$ cat config.mk
export PLATFORM = sky130hd
export DESIGN_NAME = ks_adder_pipe
export DESIGN_NICKNAME = d
export VERILOG_FILES = /design/src/rtl/ks_adder_pipe.sv
export SDC_FILE = /design/constraint.sdc
export NUM_CORES = 1
export LEC_CHECK = 0
export CAP_MARGIN = 0
export CELL_PAD_IN_SITES_DETAIL_PLACEMENT = 0
export CELL_PAD_IN_SITES_GLOBAL_PLACEMENT = 2
export CORE_MARGIN = 2
export CORE_UTILIZATION = 32
export CTS_CLUSTER_DIAMETER = 50
export DETAILED_ROUTE_END_ITERATION = 10
export PLACE_DENSITY_LB_ADDON = 0.1
export SLEW_MARGIN = 40
export SYNTH_ARGS = -nofsm -noshare
export SYNTH_HDL_FRONTEND = slang
export SYNTH_SLANG_ARGS = --single-unit
$ cat constraint.sdc
create_clock -name clk -period 3.27 [get_ports clk]
set_clock_uncertainty 0.05 [all_clocks]
set_input_delay 0.654 -clock clk [delete_from_list [all_inputs] [get_ports clk]]
set_output_delay 0.654 -clock clk [all_outputs]
set_load 0.03 [all_outputs]
$ cat src/rtl/ks_adder_pipe.sv
// Pipelined Kogge-Stone adder/subtractor with carry-in folded in as a generate at position -1.
// Per-stage valid/ready flow control lets bubbles collapse while the output is stalled.
module ks_adder_pipe #(
    parameter int WIDTH       = 16,
    parameter int PIPE_LEVELS = 0
) (
    input  logic             clk,
    input  logic             rst_n,
    input  logic             in_valid,
    output logic             in_ready,
    input  logic [WIDTH-1:0] A,
    input  logic [WIDTH-1:0] B,
    input  logic             Cin,
    input  logic             Sub,
    output logic             out_valid,
    input  logic             out_ready,
    output logic [WIDTH-1:0] Sum,
    output logic             Cout,
    output logic             Ovf
);

    localparam int LEVELS  = $clog2(WIDTH);
    localparam int LATENCY = (PIPE_LEVELS == 0) ? 2 : LEVELS + 2;
    // Registered prefix stages between the input register (stage 0) and the output register.
    localparam int NMID    = LATENCY - 2;

    // One Kogge-Stone level: node j absorbs node j-span; nodes below span pass through.
    function automatic logic [2*WIDTH-1:0] ks_level(input int span,
                                                     input logic [WIDTH-1:0] g,
                                                     input logic [WIDTH-1:0] p);
        logic [WIDTH-1:0] go;
        logic [WIDTH-1:0] po;
        int               lo;
        go = g;
        po = p;
        for (int j = 0; j < WIDTH; j++) begin
            if (j >= span) begin
                lo    = j - span;
                go[j] = g[j] | (p[j] & g[lo]);
                po[j] = p[j] & p[lo];
            end
        end
        return {go, po};
    endfunction

    // Applies the remaining levels first..LEVELS and returns the carry into each bit.
    function automatic logic [WIDTH-1:0] ks_carries(input int first,
                                                     input logic [WIDTH-1:0] g,
                                                     input logic [WIDTH-1:0] p);
        logic [WIDTH-1:0] gc;
        logic [WIDTH-1:0] pc;
        gc = g;
        pc = p;
        for (int k = first; k <= LEVELS; k++) begin
            {gc, pc} = ks_level(1 << (k - 1), gc, pc);
        end
        return gc;
    endfunction

    logic [WIDTH-1:0] beff;
    logic [WIDTH-1:0] g0;
    logic [WIDTH-1:0] p0;
    logic [WIDTH-1:0] node_g;
    logic [WIDTH-1:0] node_p;
    logic             c0;

    logic [WIDTH-1:0] gg_p [NMID+1];
    logic [WIDTH-1:0] pp_p [NMID+1];
    logic [WIDTH-1:0] bp_p [NMID+1];
    logic             gm_p [NMID+1];
    logic [NMID:0]    vld_p;
    logic [NMID+1:0]  ld;

    logic [WIDTH-1:0] carry;
    logic [WIDTH-1:0] sum_c;
    logic             cout_c;
    logic             ovf_c;

    // Stage 0 input: node 0 carries c0, node j carries bit j-1.
    always_comb begin
        beff   = Sub ? ~B : B;
        c0     = Sub | Cin;
        p0     = A ^ beff;
        g0     = A & beff;
        node_g = {g0[WIDTH-2:0], c0};
        node_p = {p0[WIDTH-2:0], 1'b0};
    end

    always_comb begin
        logic acc;
        acc        = !out_valid || out_ready;
        ld         = '0;
        ld[NMID+1] = acc;
        for (int s = NMID; s >= 0; s--) begin
            acc   = acc | !vld_p[s];
            ld[s] = acc;
        end
    end

    assign in_ready = ld[0];

    always_ff @(posedge clk) begin
        if (!rst_n) begin
            vld_p <= '0;
        end else begin
            if (ld[0]) vld_p[0] <= in_valid;
            for (int s = 1; s <= NMID; s++) begin
                if (ld[s]) vld_p[s] <= vld_p[s-1];
            end
        end
    end

    always_ff @(posedge clk) begin
        if (ld[0] && in_valid) begin
            gg_p[0] <= node_g;
            pp_p[0] <= node_p;
            bp_p[0] <= p0;
            gm_p[0] <= g0[WIDTH-1];
        end
        // Prefix stages: stage s holds the result of prefix level s.
        for (int s = 1; s <= NMID; s++) begin
            if (ld[s] && vld_p[s-1]) begin
                {gg_p[s], pp_p[s]} <= ks_level(1 << (s - 1), gg_p[s-1], pp_p[s-1]);
                bp_p[s]            <= bp_p[s-1];
                gm_p[s]            <= gm_p[s-1];
            end
        end
    end

    // Output stage: remaining prefix levels (all of them when unpipelined), then sum bits.
    always_comb begin
        carry  = ks_carries(NMID + 1, gg_p[NMID], pp_p[NMID]);
        sum_c  = bp_p[NMID] ^ carry;
        cout_c = gm_p[NMID] | (bp_p[NMID][WIDTH-1] & carry[WIDTH-1]);
        ovf_c  = carry[WIDTH-1] ^ cout_c;
    end

    always_ff @(posedge clk) begin
        if (!rst_n) begin
            out_valid <= 1'b0;
            Sum       <= '0;
            Cout      <= 1'b0;
            Ovf       <= 1'b0;
        end else if (ld[NMID+1]) begin
            out_valid <= vld_p[NMID];
            if (vld_p[NMID]) begin
                Sum  <= sum_c;
                Cout <= cout_c;
                Ovf  <= ovf_c;
            end
        end
    end

endmodule
* After elaboration in Yosys (flattened, before gate mapping) *
Memory sizes are Yosys's and may differ from the RTL's.
Index checks and enable logic that the tools add are counted.

storage, ports and cells
  output and inout port bits = 20
  bits in latches = 0
  memory bits (read-only) = 0
  RAM bits = 17
  flip-flop bits (word level) = 51
  bits of input ports = 38
  word-level logic and storage cells = 158
  memories = 2

memory list
  name  words  bits a word  read ports  clocked after Yosys merged registers in  wr ports  RTL line  text
  bp_p  1      16           1           0                                        1         69        logic [WIDTH-1:0] bp_p [NMID+1];
  gm_p  1      1            1           0                                        1         70        logic gm_p [NMID+1];

cells by class
  mux-type cells = 3
  eq/ne operators = 0
  reduce and logical (&&, ||, !) cells = 5
  add/sub/neg operators = 0
  $lt $le $gt $ge = 0
  shift-type cells = 0
  bitwise gates (word level) = 141
  divide/modulo/power cells = 0
  multipliers = 0

operator list
  cell                 count
  1-bit bitwise AND    84
  1-bit bitwise OR     52
  16-bit bitwise XOR   2
  16-bit bitwise AND   1
  16-bit 2-to-1 mux    1
  16-bit NOT           1
  1-bit zero test      2
  1-bit 2-to-1 mux     2
  2-bit AND reduction  1
  1-bit logical AND    1
  1-bit logical OR     1
  1-bit bitwise XOR    1

* Logic depth before layout (Yosys ltp) *
  word-level depth = 11
  mapped depth = 11
  gate-level depth less buffers = 11

* Worst setup path after synthesis *
Ideal clock, no wire load.

  path kind = register to register
  from = register gg_p[0] (netlist name)
  to = register Ovf
  required time = 3,146 ps
  slack = 934 ps
  stages on the path, launching flop included = 12
  arrival time = 2,211 ps
  path buffers = 0
  path through = edfxtp_1 ha_1 o211a_1 o211ai_2 a211oi_2 a21oi_1 nand2_1 ha_1 o21ai_0 o221a_2 o21ai_1 a31oi_1

on the way
  longest elaborated chain between the ends = 11

ends and longest elaborated chain
  what                             RTL line  text
  start, declared                  67        logic [WIDTH-1:0] gg_p [NMID+1];
  start signal, assigned by index  123       {gg_p[s], pp_p[s]} <= ks_level(1 << (s - 1), gg_p[s-1], pp_p[s-1]);
  1-bit bitwise AND (*)            39        go[j] = g[j] | (p[j] & g[lo]);
  1-bit bitwise OR (*)             39
  1-bit bitwise AND (*)            39
  1-bit bitwise OR (*)             39
  1-bit bitwise AND (*)            39
  1-bit bitwise OR (*)             39
  1-bit bitwise AND (*)            39
  1-bit bitwise OR (*)             39
  1-bit bitwise AND                134       cout_c = gm_p[NMID] | (bp_p[NMID][WIDTH-1] & carry[WIDTH-1]);
  1-bit bitwise OR                 134
  1-bit bitwise XOR (*)            135       ovf_c = carry[WIDTH-1] ^ cout_c;
  end signal, assigned             149       Ovf <= ovf_c;
  end, declared                    19        output logic Ovf

Every way passes the cells marked *; elsewhere a longest branch is shown, timed or not.
A chain may end at the register's enable or synchronous reset.

* Worst setup path after layout *
  from = input port out_ready
  to = output port in_ready

on the way
  longest elaborated chain between the ends = 2

ends and longest elaborated chain
  what              RTL line  text
  start, declared   16        input logic out_ready,
  1-bit logical OR  91        acc = !out_valid || out_ready;
  1-bit bitwise OR  95        acc = acc | !vld_p[s];
  end, declared     10        output logic in_ready,

Every way passes these cells.

==> impl_summary.md <==
Route
After the first detailed-routing iteration, the DRC count stood at between 50 and 60. The count of vias placed by the detailed router is about 1.9k. After detailed routing, the number of remaining DRC violations is 0. The post-detailed-route wirelength per cell is 12.82 um.

The overall routed net length is ~5200 um. The first TritonRoute pass finished after 4 iterations. Using the TritonRoute via totals, the vias-per-cell ratio works out to between 4 and 5. The number of nets with antenna violations after routing is 0.

Floorplanning
The width of the chip is 95.09 um. The total core area is a little over 0.008 mm2. For this configuration, the core starts out at a cell density of 0.3264. The floorplan step set the die height to roughly 95 um. The die covers approximately 0.009 mm2.

The number of core rows is 33. 58 I/O pins were placed.

Power and ir drop
In this run the power density over the cells is between 400 and 500 mW/mm2. The maximum ir drop on the vdd rail is around 0.16 mV. In this run the static leakage power is 1.320 nW. The design draws between 1.5 and 2 mW.

Min path
The worst hold path belongs to the class reg -> reg. The depth of the worst hold-timing path is 2.

Layout
For this run, the post-layout net count is 356. The top cell types in the final layout, fill and taps aside, are clkdlybuf4s50_1 (57), edfxtp_1 (33), nand2_1 (30). The number of diodes added for antenna fixing is 0. The number of cells in the finished layout apart from fillers is between 400 and 500. The layout filler cell count is around 800. The library cell used most frequently in the layout, excluding fill and tap cells, is clkdlybuf4s50_1.

The area growth from synthesis to layout is 30.07%. The final design area excluding fillers is 0.003453 mm2. Of the cells placed in the final design, the portion with a size suffix greater than 1 is 0.06977.

Synthesis
The number of different library cells in the post-synthesis netlist is 42. The number of enable-type register cells in the synthesized netlist is 33. The share of flip-flops with an asynchronous set or reset is 0. The net count after synthesis is ~300. The average size of a mapped cell is about 11 um2. The cell area after synthesis is 0.002655 mm2. The warning count from the yosys run is 0. The most used flip-flop cell after synthesis is edfxtp_1. The share of the Yosys chip area taken by registers is 0.5240. In this run, synthesis produced a sequential element count of 53. The area share of the leading cell type in the synthesized netlist is 0.3732. The post-synthesis cell count is between 200 and 250.

edfxtp_1 takes more of the synthesized area than any other cell. Ranked by total cell area, the synthesized netlist is headed by edfxtp_1 (37%), dfxtp_1 (15%), ha_1 (8.5%).

Clock tree
The number of hold buffers added after CTS was 0. The clock tree synthesis step divided the H-tree into 2 levels. The CTS clock-pin slew for the worst setup and hold paths is 100 ps. The count of buffers added by post-CTS timing repair for setup is 0.

The number of clock buffers added by TritonCTS is 5. The clock tree from TritonCTS is yes. The library cell used as clock root buffer is clkbuf_8. The tree built by TritonCTS fans out to 53 sinks. Clock latency on the worst-skew pair, taken at its later pin, is roughly 310 ps. The clock passes through at most 2 buffers.

The number of cells upsized or downsized after cts is 0.

Setup path
The endpoint arrival time on the critical path is between 2000 and 2500 ps. The number of buffers and inverters on the critical path is 2. The library cell contributing the largest single delay on the critical path is clkdlybuf4s50_1. The worst setup path is captured at a primary output. In this design, the critical path's most frequently occurring cell is clkdlybuf4s50_1. The kind of cell adding the most delay to the critical path is buffers and inverters. The type of origin of the critical path is an input pin. Counting buffers and inverters, the worst setup path is 4 cells deep. Counting cells, the worst reg-to-reg path comes to 11. In this design, the stage delay of the slowest critical-path cell is 600 ps. At the worst endpoint, the required time is 2570 ps. The signal on the critical path passes through clkdlybuf4s50_1 -> nor2b_1 -> nand2_1 -> clkdlybuf4s50_1. The critical path is of the in -> out type. The largest fanout of any net on the critical path is 5.

Placed design
At the end of routability-driven placement, the weighted congestion stood at 0.7770. The instance area after placement is 0.003357 mm2. In this run the tool buffered the top-level ports with 57 buffer cells. The sum of net half-perimeters after detailed placement is 4035 um. Once placement completed, the tool counted placed cells totaling just under 400.

STA
The part of the cycle the worst path needs is 0.8347. Setup repair after global routing left no endpoint under its margin. Derived from the worst setup path, the maximum achievable clock frequency is 366.4 MHz. The total of endpoints with negative setup slack in the final report is 0.

The final max-slew violation count was 0. The slew at the pin closest to its max-slew limit is 428.5 ps. The minimum period implied by the final worst setup slack is roughly 2700 ps. The remaining max-slew budget at the tightest pin is 0.7143. The final count of hold timing violations is 0. The sum of negative setup slack is 0 ps.

Status
The run finished with clean final reports.

Flow run
The number of maximum-capacitance constraint violations is 0.

Global route
The number of antenna violations at the first check in global routing is 0. In the global route stage, met1 resource usage came out at 0.1808. The sum of overflow across all layers after global routing is 0. Entering global routing, the biggest net connects 34 pins. The global-route met2 utilization is 0.1849. For this run, global-route usage on met3 was measured as 0.02688. The number of global-route vias before repair came to between 1.5k and 2k. In the global route stage, overall resource usage came out at 0.1246. The layer flagged by global routing as most heavily used is met2. The wire length of the first global-routing pass is 8590 um.
## stage by stage
stage | hold WS (ps) | util | worst slack (ps)
5_1_grt | 434.6 | 0.4246 | 417.4
4_1_cts | 415.2 | 0.4246 | 538.7
2_1_floorplan | 449.5 | - | 934.4
3_3_place_gp | 392.6 | 0.4124 | 555.2
6_report | 409.6 | 0.4246 | 540.4
3_5_place_dp | 400.1 | 0.4127 | 543.0
## report_power, final
| group | total, mW | internal [mW] | switching [mW] |
|---|---|---|---|
| Clock | 0.383 | 0.172 | 0.211 |
| Combinational | 0.324 | 0.155 | 0.169 |
| Sequential | 0.827 | 0.780 | 0.0462 |
| Total | 1.53 | 1.11 | 0.426 |
## cell type report
type / instances / area (um2) / share of cell area
Clock inverter: 2 / 13.76 / 0.003986
Sequential cell: 53 / 1391 / 0.4029
Clock buffer: 6 / 82.58 / 0.02391
Timing Repair Buffer: 62 / 608.1 / 0.1761
Multi-Input combinational cell: 178 / 1226 / 0.3551
Tap cell: 105 / 131.4 / 0.03804
## final timing paths
path | from | to | slack, ps
worst min register to register | Cout | Cout | 410
worst max-delay path | out_ready | in_ready | 540
worst max register to register | gg_p[0] | Ovf | 630
worst min-delay path | Cout | Cout | 410
## synthesized netlist by cell type, types with 2 or more instances
master and number:
ha_1 18, or4b_1 2, clkbuf_1 4, nand3_1 11, o21ai_0 5, nor3_1 4, xor2_1 19, or2_1 2
nor2b_2 2, nor2b_1 4, o21a_1 3, nor2_1 7, edfxtp_1 33, buf_2 5, xnor2_1 5, a21oi_1 11
o31ai_1 2, and2_1 5, nand2_1 30, dfxtp_1 20, a31oi_1 5, o21ai_1 10, nand4_1 3, a21o_1 9
a21boi_1 4
## worst register-to-register path: cells and delay by family (launching register included)
kind                     cells  cell delay [ps]
AO/OA/AOI/OAI                8             1630
adder cells (fa/ha/maj)      2              410
flip-flops                   1              400
AND/OR/NAND/NOR              1              100
## logic make-up after synthesis
family / Yosys count / share of synthesized area
multiplexers: 2 / 0.008011
XOR/XNOR: 24 / 0.07917
buffers and inverters: 9 / 0.01508
AND/OR/NAND/NOR: 76 / 0.1433
adder cells (fa/ha/maj): 18 / 0.08483
AO/OA/AOI/OAI: 58 / 0.1456
flip-flops: 53 / 0.5240
## state kept, by name (all words and copies together), names as in the netlist
name	cells
Cout	1
out_valid	1
vld_p	1
gm_p	1
Ovf	1
bp_p	2
Sum	16
pp_p	14
gg_p	16
## layer usage
layer / routed length, um / part of all wire / up-vias
li1: - / - / 993
met2: 2215 / 0.43 / 48
met3: 246 / 0.047 / 4
met1: 2702 / 0.52 / 830
met5: 0 / 0 / -
met4: 38 / 0.0073 / 0
No activity file was read; power rests on OpenSTA's default activity.
